### src/rtl/disp_pkg.sv
// Shared types and constants for the serial dot-matrix display driver.
// Holds the controller state encoding and the control-word field layout.
package disp_pkg;

  typedef enum logic [2:0] {HOLD, SETUP, C1, C0, DOTS, LATCH, IDLE} state_t;

  localparam int CHAR_DOTS = 40;

  // Bit 7 selects the control word; the remaining fields depend on which word it is.
  localparam int CW_SELECT_BIT  = 7;
  localparam int CW0_SLEEP_BIT  = 6;
  localparam int CW0_PEAK_LSB   = 4;
  localparam int CW0_PEAK_W     = 2;
  localparam int CW0_BRIGHT_LSB = 0;
  localparam int CW0_BRIGHT_W   = 4;
  localparam int CW1_DOUT_BIT   = 0;

  function automatic logic [7:0] ctrl0_word(input logic normal, input logic [1:0] peak,
                                            input logic [3:0] bright);
    return {1'b0, normal, peak, bright};
  endfunction

  function automatic logic [7:0] ctrl1_word(input logic simultaneous);
    return {1'b1, 6'b000000, simultaneous};
  endfunction

endpackage

### src/rtl/disp_bit_timer.sv
// Serial bit timer: counts CLK_DIV clocks per phase and flags the end of the
// low phase (clock rises) and the end of the high phase (bit complete).
module disp_bit_timer
  #(parameter int CLK_DIV = 25)
  (
    input  logic clk,
    input  logic reset_n,
    input  logic run,
    input  logic shift,
    output logic tick,
    output logic rise,
    output logic bit_done
  );

  localparam int DW = $clog2(CLK_DIV + 1);

  logic [DW-1:0] div_cnt;
  logic          phase;

  assign tick     = run && (div_cnt == DW'(CLK_DIV - 1));
  assign rise     = tick && shift && !phase;
  assign bit_done = tick && shift && phase;

  // Without shift the timer only measures a plain CLK_DIV hold; phase stays low.
  always_ff @(posedge clk or negedge reset_n) begin
    if (!reset_n) begin
      div_cnt <= '0;
      phase   <= 1'b0;
    end else if (!run) begin
      div_cnt <= '0;
      phase   <= 1'b0;
    end else if (tick) begin
      div_cnt <= '0;
      if (shift) phase <= ~phase;
    end else begin
      div_cnt <= div_cnt + 1'b1;
    end
  end

endmodule

### src/rtl/dot_display_driver.sv
// Serial controller for a chain of 4-character 5x7 dot-matrix displays:
// initialises the chain with two control words, then shifts and latches dot frames.
module dot_display_driver
  import disp_pkg::*;
  #(
    parameter int          NUM_CHARS  = 16,
    parameter int          CLK_DIV    = 25,
    parameter int          RESET_HOLD = 64,
    parameter logic [7:0]  CTRL0      = ctrl0_word(1'b1, 2'b11, 4'hF),
    parameter logic [7:0]  CTRL1      = ctrl1_word(1'b1)
  )
  (
    input  logic                          clk,
    input  logic                          reset_n,
    input  logic [CHAR_DOTS*NUM_CHARS-1:0] dots,
    input  logic                          update,
    output logic                          busy,
    output logic                          disp_clock,
    output logic                          disp_data_out,
    output logic                          disp_rs,
    output logic                          disp_ce_b,
    output logic                          disp_reset_b,
    output logic                          disp_blank,
    output state_t                        dbg_state
  );

  localparam int FW      = CHAR_DOTS * NUM_CHARS;
  localparam int BW      = $clog2(FW + 1);
  localparam int HW      = $clog2(RESET_HOLD + 1);
  localparam int C1_BITS = 2 * NUM_CHARS;

  // Control words are left-aligned so every word leaves the shift register MSB first.
  localparam logic [FW-1:0] C1_FRAME = FW'({(NUM_CHARS/4){CTRL1}}) << (FW - C1_BITS);
  localparam logic [FW-1:0] C0_FRAME = FW'(CTRL0) << (FW - 8);

  state_t        state, state_n, src, src_n;
  logic [FW-1:0] sr, sr_n;
  logic [BW-1:0] bit_cnt, bit_cnt_n, last_idx;
  logic [HW-1:0] hold_cnt, hold_cnt_n;
  logic          pending, pending_n;
  logic          clock_n, data_n, rs_n, ce_b_n, reset_b_n, blank_n;
  logic          run, shift, tick, rise, bit_done;

  assign busy      = (state != IDLE);
  assign dbg_state = state;
  assign shift     = (state == C1) || (state == C0) || (state == DOTS);
  // LATCH spends its first cycle raising ce_b, then times the CLK_DIV hold.
  assign run       = (state == SETUP) || shift || ((state == LATCH) && disp_ce_b);

  disp_bit_timer #(.CLK_DIV(CLK_DIV)) u_timer (
    .clk      (clk),
    .reset_n  (reset_n),
    .run      (run),
    .shift    (shift),
    .tick     (tick),
    .rise     (rise),
    .bit_done (bit_done)
  );

  always_comb begin
    case (state)
      C1:      last_idx = BW'(C1_BITS - 1);
      C0:      last_idx = BW'(7);
      default: last_idx = BW'(FW - 1);
    endcase
  end

  always_comb begin
    state_n    = state;
    src_n      = src;
    sr_n       = sr;
    bit_cnt_n  = bit_cnt;
    hold_cnt_n = hold_cnt;
    pending_n  = pending || (update && (state != IDLE));
    clock_n    = disp_clock;
    data_n     = disp_data_out;
    rs_n       = disp_rs;
    ce_b_n     = disp_ce_b;
    reset_b_n  = disp_reset_b;
    blank_n    = disp_blank;
    case (state)
      HOLD: begin
        if (hold_cnt == HW'(RESET_HOLD - 1)) begin
          reset_b_n = 1'b1;
          ce_b_n    = 1'b0;
          rs_n      = 1'b1;
          sr_n      = C1_FRAME;
          src_n     = C1;
          state_n   = SETUP;
        end else begin
          hold_cnt_n = hold_cnt + 1'b1;
        end
      end
      SETUP: begin
        if (tick) begin
          state_n   = src;
          data_n    = sr[FW-1];
          sr_n      = sr << 1;
          bit_cnt_n = '0;
        end
      end
      C1, C0, DOTS: begin
        if (rise) clock_n = 1'b1;
        if (bit_done) begin
          clock_n = 1'b0;
          if (bit_cnt == last_idx) begin
            state_n = LATCH;
          end else begin
            data_n    = sr[FW-1];
            sr_n      = sr << 1;
            bit_cnt_n = bit_cnt + 1'b1;
          end
        end
      end
      LATCH: begin
        if (!disp_ce_b) begin
          ce_b_n = 1'b1;
        end else if (tick) begin
          if (src == C1) begin
            ce_b_n  = 1'b0;
            rs_n    = 1'b1;
            sr_n    = C0_FRAME;
            src_n   = C0;
            state_n = SETUP;
          end else begin
            if (src == C0) blank_n = 1'b0;
            state_n = IDLE;
          end
        end
      end
      IDLE: begin
        if (update || pending) begin
          sr_n      = dots;
          pending_n = 1'b0;
          ce_b_n    = 1'b0;
          rs_n      = 1'b0;
          src_n     = DOTS;
          state_n   = SETUP;
        end
      end
      default: state_n = HOLD;
    endcase
  end

  always_ff @(posedge clk or negedge reset_n) begin
    if (!reset_n) begin
      state         <= HOLD;
      src           <= C1;
      sr            <= '0;
      bit_cnt       <= '0;
      hold_cnt      <= '0;
      pending       <= 1'b0;
      disp_clock    <= 1'b0;
      disp_data_out <= 1'b0;
      disp_rs       <= 1'b0;
      disp_ce_b     <= 1'b1;
      disp_reset_b  <= 1'b0;
      disp_blank    <= 1'b1;
    end else begin
      state         <= state_n;
      src           <= src_n;
      sr            <= sr_n;
      bit_cnt       <= bit_cnt_n;
      hold_cnt      <= hold_cnt_n;
      pending       <= pending_n;
      disp_clock    <= clock_n;
      disp_data_out <= data_n;
      disp_rs       <= rs_n;
      disp_ce_b     <= ce_b_n;
      disp_reset_b  <= reset_b_n;
      disp_blank    <= blank_n;
    end
  end

endmodule

### config.mk
export PLATFORM = sky130hd
export DESIGN_NAME = dot_display_driver
export DESIGN_NICKNAME = d
export VERILOG_FILES = /design/src/rtl/disp_pkg.sv /design/src/rtl/disp_bit_timer.sv /design/src/rtl/dot_display_driver.sv
export SDC_FILE = /design/constraint.sdc
export NUM_CORES = 1
export LEC_CHECK = 0
export CORE_ASPECT_RATIO = 1.2
export CORE_MARGIN = 2
export CORE_UTILIZATION = 30
export DETAILED_ROUTE_END_ITERATION = 7
export PLACE_DENSITY = 0.56
export SLEW_MARGIN = 25
export SYNTH_ARGS = -nofsm -noshare
export SYNTH_HDL_FRONTEND = slang
export SYNTH_HIERARCHICAL = 1
export SYNTH_SLANG_ARGS = --single-unit
### constraint.sdc
create_clock -name clk -period 5.4 [get_ports clk]
set_clock_uncertainty 0.05 [all_clocks]
set_input_delay 1.62 -clock clk [delete_from_list [all_inputs] [get_ports clk]]
set_output_delay 1.62 -clock clk [all_outputs]
set_load 0.02 [all_outputs]
# Yosys cells after proc, flatten, opt, wreduce, memory -nomap -nowiden
# Index checks and enable logic that the tools add are counted.
# word_totals
ff_bits	676
latchBits	0
ram_bits	0
mem_bits_ro	0
inputBits	643
output_inout_bits	10
mem_count	0
# classes
n_addsub	3
multipliers	0
div	0
magnitude_cmp	0
n_eq_ne	23
n_shift	0
muxes	53
n_bitwise	3
n_reduce_logical	29
# ops
cell	count
640-bit two-way mux	8
640-bit case mux with 5 select lines	1
10-bit case mux with 2 select lines	2
3-bit two-way mux	13
10-bit two-way mux	3
1-bit two-way mux	19
2-bit != test (second input constant)	8
3-bit case mux with 5 select lines	1
3-bit by 2-bit equality test with 1-bit output (second input constant)	4
10-bit by 1-bit adder with 10-bit output (second input constant)	1
10-bit equality test	1
5-bit two-way mux	2
3-bit equality test (second input constant)	3
3-bit case mux with 3 select lines	1
9-bit AND reduction	1
2-bit AND reduction	4
7-bit by 1-bit adder with 7-bit output (second input constant)	1
7-bit by 6-bit equality test with 1-bit output (second input constant)	1
7-bit AND reduction	1
1-bit logical AND	6
1-bit logical OR	6
2-bit by 1-bit != test with 1-bit output (second input constant)	3
1-bit case mux with 3 select lines	2
6-bit AND reduction	1
15 further kinds	18

# Longest topological paths before layout
# Gate-level depths: netlist of run 1.
# depth
ltp_word	10
depth_mapped	16

# Modules after synthesis
# The synthesis of run 1 kept the hierarchy.
# by_module_without_submodules
mod	n_inst	cells_per_inst	area_each_um2	seq_area_each_um2
dot_display_driver	1	2363	34892.2	16769.8
disp_bit_timer	1	30	305.3	150.1

# Least setup slack after synthesis of run 1
# No wires, ideal clock.
# synth_timing
path_kind	reg-to-reg
startpoint	reg state[1] (netlist: dbg_state[1])
endpoint	reg sr[100]
setup_time_ps	125
t_arrival_ps	3832
path_slack_ps	1393
stages_incl_launch_ff	17
path_buffers	6
period_less_slack_ps	4007
path_cell_list	dfrtp_1 -> buf_4 -> nor2_2 -> xnor2_1 -> buf_2 -> buf_1 -> a21o_1 -> and2_4 -> and3_1 -> nor2b_1 -> o31a_1 -> a211o_1 -> a211oi_2 -> buf_6 -> buf_12 -> buf_12 -> mux2_4
# synth_via
elab_chain_len	10
word_cells_on_any_way	29
# synth_lines
element	line	text
from (decl)	dot_display_driver.sv:36	state_t state, state_n, src, src_n;
from (signal assigned)	dot_display_driver.sv:160	state <= state_n;
3-bit by 2-bit equality test with 1-bit output	dot_display_driver.sv:46	assign shift = (state == C1) || (state == C0) || (state == DOTS);
1-bit logical OR (2 in a row)	dot_display_driver.sv:46	
1-bit logical OR	dot_display_driver.sv:48	assign run = (state == SETUP) || shift || ((state == LATCH) && disp_ce_b);
1-bit logical OR (*)	dot_display_driver.sv:48	
via run	dot_display_driver.sv:42	logic run, shift, tick, rise, bit_done;
1-bit logical AND (*)	disp_bit_timer.sv:20	assign tick = run && (div_cnt == DW'(CLK_DIV - 1));
via tick	dot_display_driver.sv:42	
1-bit logical AND (*) (2 in a row)	disp_bit_timer.sv:22	assign bit_done = tick && shift && phase;
via bit_done	dot_display_driver.sv:42	
2-bit != test (no source line) (*)	n/a	
9-bit AND reduction (no source line) (*)	n/a	
to (signal assigned)	dot_display_driver.sv:162	sr <= sr_n;
to (decl)	dot_display_driver.sv:37	logic [FW-1:0] sr, sr_n;
# The timed path passes the listed nets; every way through them passes the cells marked *.
# A chain may end at the register's enable or synchronous reset.

# Worst setup path in the final report of run 1
# layout_timing
startpoint	reg state[2] (netlist: dbg_state[2])
endpoint	out busy
# layout_via
elab_chain_len	1
# layout_lines
element	line	text
3-bit != test	dot_display_driver.sv:44	assign busy = (state != IDLE);
to (decl)	dot_display_driver.sv:17	output logic busy,
# Every way passes these cells.

==> results of run 1 <==
## stage by stage
stage	power, µW	utilization	instance area, µm²
floorplan	5170	-	35200
global placement	5790	0.364	42300
detailed placement	5790	0.364	42300
CTS	11500	0.387	45000
global route	11800	0.387	45100
finish	11300	0.387	45100
## cells in the final DEF, fill, tap and decap left out, drive strengths merged, types with 2 or more instances in the layout
cell type / instances
ha: 4
or2: 6
o221ai: 7
nor4: 3
and2: 3
nor2: 43
a21o: 6
nor3b: 2
clkdlybuf4s50: 651
o31ai: 3
nand3: 9
nor2b: 9
xor2: 3
a22o: 625
o21a: 2
buf: 56
nor3: 5
o22ai: 6
a211o: 3
clkbuf: 115
nand2b: 9
a21oi: 15
mux2i: 8
nand2: 31
a211oi: 5
and3: 5
dfstp: 3
diode: 16
o21ai: 4
a2111oi: 5
bufinv: 8
inv: 11
xnor2: 6
dfrtp: 673
nand4: 2
o31a: 2
mux2: 644
clkinv: 11
## cell usage after synthesis, types with 6 or more instances
cell type / count / area share
a21oi_1: 15 / 0.0021
nand2b_1: 8 / 0.0014
buf_12: 66 / 0.038
nand2_1: 31 / 0.0033
o22ai_1: 6 / 0.0011
mux2_4: 599 / 0.26
o221ai_1: 7 / 0.0017
mux2i_1: 8 / 0.0023
a22o_1: 625 / 0.16
nand3_1: 9 / 0.0013
buf_2: 7 / 0.0010
xnor2_1: 6 / 0.0015
inv_1: 7 / 0.00075
nor2b_1: 9 / 0.0016
clkbuf_1: 140 / 0.015
dfrtp_1: 673 / 0.48
a21o_1: 6 / 0.0013
mux2_2: 45 / 0.014
nor2_1: 42 / 0.0045
## layout make-up
class / instances / area [µm²] / share of cell area
sequential: 676 / 16900 / 0.375
multi-input combinational: 1487 / 16300 / 0.362
timing repair buffer: 707 / 7160 / 0.159
clock buffer: 115 / 2320 / 0.0516
tap: 1529 / 1910 / 0.0424
clock inverter: 24 / 379 / 0.00841
antenna: 16 / 40.0 / 0.000888
inverter: 7 / 26.3 / 0.000583
## logic make-up (layout without fill, tap and decap cells)
logic type | Yosys count | after routing | share of synthesized area
compound gates | 689 | 689 | 0.169
flops | 676 | 676 | 0.481
mux | 652 | 652 | 0.272
buf+inv | 230 | 853 | 0.0560
simple gates | 133 | 133 | 0.0188
xor+xnor | 9 | 9 | 0.00224
fa+ha+maj | 4 | 4 | 0.00142
other cells | 0 | 16 | 0
## worst paths after layout
kind / from / end / slack [ns]
max in group asynchronous: reset_n / sr[299]$_DFFE_PN0P_ / 3.24
min: disp_reset_b$_DFFE_PN0P_ / disp_reset_b$_DFFE_PN0P_ / 0.43
min reg2reg: disp_reset_b$_DFFE_PN0P_ / disp_reset_b$_DFFE_PN0P_ / 0.43
max: dbg_state[2]$_DFFE_PN0P_ / busy / 0.68
min in group asynchronous: reset_n / sr[103]$_DFFE_PN0P_ / 0.90
max reg2reg: dbg_state[2]$_DFFE_PN0P_ / sr[576]$_DFFE_PN0P_ / 1.15
## layer usage
metal | vias to the layer above | global-route usage | share of wire
met3 | 175 | 0.0546 | 0.080
met2 | 614 | 0.235 | 0.45
met5 | - | 0 | 0.0037
met1 | 11385 | 0.202 | 0.44
li1 | 10295 | - | -
met4 | 56 | 0.0574 | 0.027
## registers in the layout, summed over array words and instances (netlist names), 3 cells and up
register / cells
sr: 640
u_timer/div_cnt: 5
bit_cnt: 10
src: 3
dbg_state: 3
hold_cnt: 7
## power breakdown
part / internal [µW] / total (µW) / switching [µW] / leakage [µW]
clock network: 3380 / 5640 / 2260 / 0.00133
logic: 422 / 619 / 197 / 0.00926
registers: 5070 / 5070 / 0.00000000000000523 / 0.00938
total: 8870 / 11300 / 2460 / 0.0200
## worst max-delay path: cells and delay by family, from the launching register on
kind / cells / cell delay (ns)
simple gates: 2 / 0.76
flops: 1 / 0.64
buf+inv: 3 / 0.97
==> impl_metrics.json, run 1 <==
{
  "start_util": 0.302,
  "min_path_type": "flip-flop to flip-flop",
  "vias_per_cell": 4.94,
  "cts_hold_buf": 0,
  "tightest_slew_ns": 1.07,
  "synth_edf_count": 0,
  "grt_max_degree": 180,
  "drt_iter0_drc": 1295,
  "grt_pass1_vias": 23783,
  "cts_buffer_depth": 3,
  "synth_area_mm2": 0.0352,
  "dp_slack_ns": 1.05,
  "critPathMaxFanout": 21,
  "num_rows": 137,
  "cp-end-kind": "output pin",
  "drive_gt1_frac": 0.278,
  "cts_resized": 0,
  "p_per_area_mw_per_mm2": 251,
  "portBuffers": 652,
  "wl_mm": 96.2,
  "netlist-cell-type-count": 57,
  "overflow": 0,
  "num_vias": 22525,
  "status": "finished clean",
  "leakagePower_uw": 0.0200,
  "ios": 653,
  "synthToLayoutAreaGrowth_pct": 28.1,
  "crit_slowest_cell": "dfrtp_1",
  "whs_path_depth": 1,
  "drtAntennaViolNets": 0,
  "ir_worst_vdd_mv": 0.241,
  "tns_ns": 0,
  "setup_viol": 0,
  "worstPathArrival_ns": 3.05,
  "grt_pass1_wl_mm": 145,
  "design.core.area_mm2": 0.116,
  "hold_viol_final": 0,
  "numCtsBuffers": 80,
  "floorplan.die.width_um": 317,
  "path_cells": "buf_4, nand2_1, nor2_4, inv_1, clkdlybuf4s50_1",
  "dp.cells": 4406,
  "finalMaxSlewViolations": 0,
  "dp_hpwl_mm": 62.9,
  "worst_ep_required_time_ns": 3.73,
  "cts_setup_buffers": 0,
  "min_period_ns": 4.72,
  "synthFlopType": "dfrtp_1",
  "ys_warn_count": 6,
  "rsz0062_at_grt": "no",
  "fin_nets": 3606,
  "postSynthAreaPerCell_um2": 14.7,
  "routedWlPerCell_um": 21.1,
  "cts-htree-levels": 3,
  "die-area_mm2": 0.120,
  "hold_slack_ns": 0.426,
  "path_class": "flip-flop to output pin",
  "cts_num_sinks": 676,
  "antenna_found_initial": 42,
  "grtUsageTotal": 0.155,
  "maxCapViolations": 0,
  "synth-seq-area-share": 0.481,
  "clk_latency_ns": 0.67,
  "fin_ws_ns": 0.680,
  "gp_congestion": 0.789,
  "final_cells": 4561,
  "clk_pin_slew_ns": 0.06,
  "drc": 0,
  "fin_crit_sh": 0.874,
  "synth_cells": 2393,
  "synth_nets": 3040,
  "cts_root_buf": "clkbuf_16",
  "dr.pass1.iters": 5,
  "start_kind": "flip-flop",
  "slowest_delay_ns": 0.64,
  "async_flop_share": 1.00,
  "maxSlewHeadroom": 0.287,
  "r2r_cells": 12,
  "cts_tree": "done",
  "fmax_ghz": 0.212,
  "fp.dieH_um": 379,
  "synth_seq_cells": 676,
  "nFillCells": 11009
}
(Power assumes the default switching activity.)
==> inputs of run 2 (changes only) <==
CORE_UTILIZATION = 50   (was 30)
PLACE_DENSITY = 0.82   (was 0.56)
==> impl_metrics.json, run 2 (same netlist as run 1, synthesis figures left out) <==
{
  "clk_latency_ns": 0.60,
  "intPower_uw": 8320,
  "cts_root_buf": "clkbuf_16",
  "grt_pass1_vias": 24897,
  "leakagePower_uw": 0.0198,
  "drive_gt1_frac": 0.274,
  "slowest_delay_ns": 0.66,
  "cts_hold_buf": 0,
  "num_rows": 106,
  "p_per_area_mw_per_mm2": 241,
  "whs_path_depth": 1,
  "fmax_ghz": 0.214,
  "hold_viol_final": 0,
  "cts_setup_buffers": 0,
  "drt_iter0_drc": 1535,
  "dr.pass1.iters": 5,
  "worstHoldStart": "disp_reset_b$_DFFE_PN0P_",
  "drc": 0,
  "cts_tree": "done",
  "r2r_end": "sr[280]$_DFFE_PN0P_",
  "numCtsBuffers": 71,
  "vias_per_cell": 5.91,
  "gp_congestion": 0.878,
  "switching_share": 0.213,
  "fin_crit_sh": 0.865,
  "design.core.area_mm2": 0.0696,
  "antenna_found_initial": 25,
  "clk_pin_slew_ns": 0.06,
  "cts_num_sinks": 676,
  "p_switching_uw": 2250,
  "critPathMaxFanout": 50,
  "rsz0062_at_grt": "no",
  "start_kind": "flip-flop",
  "cts_resized": 0,
  "die-area_mm2": 0.0725,
  "final_cell_mix": "dfrtp_1 (673), clkdlybuf4s50_1 (651), a22o_1 (625)",
  "portBuffers": 652,
  "num_vias": 23226,
  "routedWlPerCell_um": 23.3,
  "cts-htree-levels": 3,
  "tightest_slew_ns": 1.17,
  "cts_buffer_depth": 3,
  "synthToLayoutAreaGrowth_pct": 24.8,
  "start_util": 0.505,
  "worstPathArrival_ns": 5.08,
  "dp_hpwl_mm": 61.1,
  "fin_nets": 3593,
  "nFillCells": 4951,
  "status": "finished clean",
  "largest_register": "sr",
  "p_clk_frac": 0.462,
  "fp.dieH_um": 295,
  "cp-end-kind": "flip-flop",
  "pwr-share-seq": 0.479,
  "r2r_start": "dbg_state[1]$_DFFE_PN0P_",
  "ir_worst_vdd_mv": 0.257,
  "floorplan.die.width_um": 246,
  "tns_ns": 0,
  "stdcell_area_mm2": 0.0439,
  "dpl_cell_area_mm2": 0.0416,
  "min_period_ns": 4.67,
  "grt_max_degree": 206,
  "path_class": "flip-flop to flip-flop",
  "drtAntennaViolNets": 0,
  "hold_end": "disp_reset_b$_DFFE_PN0P_",
  "min_path_type": "flip-flop to flip-flop",
  "path_cells": "nor2_2, xnor2_2, a21o_1, and2_4, and3_1, nor2b_1, o31a_1, a211o_1, a211oi_4, buf_12, buf_4, mux2_4",
  "wl_mm": 91.8,
  "maxSlewHeadroom": 0.221,
  "r2r_cells": 12,
  "finalMaxSlewViolations": 0,
  "crit_slowest_cell": "nor2_2",
  "r2r_slack_ns": 0.73,
  "maxCapViolations": 0,
  "worst_ep_required_time_ns": 5.81,
  "top_regs": "sr: 640 flops, bit_cnt: 10 flops, hold_cnt: 7 flops",
  "overflow": 0,
  "largest_reg_flops": 640,
  "ios": 653,
  "setup_viol": 0,
  "grtUsageTotal": 0.246,
  "pwr-share-comb": 0.059,
  "layout_commonest_cell": "dfrtp_1",
  "grt_pass1_wl_mm": 141
}
run 2: power by group through the flow:
stage / logic, µW / clock network (µW) / registers [µW]
2_1_floorplan: 8.70 / 0 / 5160
3_3_place_gp: 621 / 0 / 5160
3_5_place_dp: 629 / 0 / 5160
4_1_cts: 634 / 4970 / 5060
5_1_grt: 668 / 5190 / 5060
6_report: 626 / 4880 / 5070
run 2: stage by stage:
step / util / instances / hold WS (ns) / power (µW) / setup WS (ns)
4_1_cts: 0.630 / 3910 / 0.427 / 10700 / 0.723
5_1_grt: 0.630 / 3922 / 0.437 / 10900 / 0.510
6_report: 0.631 / 3930 / 0.425 / 10600 / 0.731
3_5_place_dp: 0.597 / 3791 / 0.414 / 5790 / 0.771
2_1_floorplan: - / 2393 / 0.399 / 5170 / 1.39
3_3_place_gp: 0.597 / 3791 / 0.408 / 5780 / 0.945
run 2: final cells by class:
cell class | instances | area (µm²) | area share
timing repair buffer | 703 | 7160 | 0.163
sequential | 676 | 16900 | 0.385
tap | 918 | 1150 | 0.0262
multi-input combinational | 1487 | 16300 | 0.372
inverter | 7 | 26.3 | 0.000598
clock buffer | 98 | 2040 | 0.0464
clock inverter | 21 | 245 | 0.00558
antenna | 20 | 50.0 | 0.00114
run 2: how the worst max path moves through the flow:
stage,cells past startpoint,slack (ns),to,from
after floorplan,16,1.39,sr[100]$_DFFE_PN0P_,dbg_state[1]$_DFFE_PN0P_
after global placement,12,0.94,sr[282]$_DFFE_PN0P_,dbg_state[1]$_DFFE_PN0P_
after detailed placement,7,0.77,sr[153]$_DFFE_PN0P_,dbg_state[1]$_DFFE_PN0P_
after CTS,7,0.72,sr[153]$_DFFE_PN0P_,dbg_state[1]$_DFFE_PN0P_
after global routing,12,0.51,sr[288]$_DFFE_PN0P_,dbg_state[1]$_DFFE_PN0P_
final,12,0.73,sr[280]$_DFFE_PN0P_,dbg_state[1]$_DFFE_PN0P_
run 2: layer usage:
metal  GRT usage  vias up  share of wire
li1            -    10239              -
met1       0.305    11937           0.40
met2       0.391      818           0.47
met3      0.0738      210          0.085
met4       0.116       22          0.043
met5           0        -         0.0014
run 2: critical path, delay by kind of cell, from the launching register on:
kind	cells	cell delay, ns
XOR/XNOR	1	0.22
flip-flops	1	0.60
AO/OA/AOI/OAI	4	1.22
AND/OR/NAND/NOR	4	1.12
multiplexers	1	0.35
buffers and inverters	2	0.86
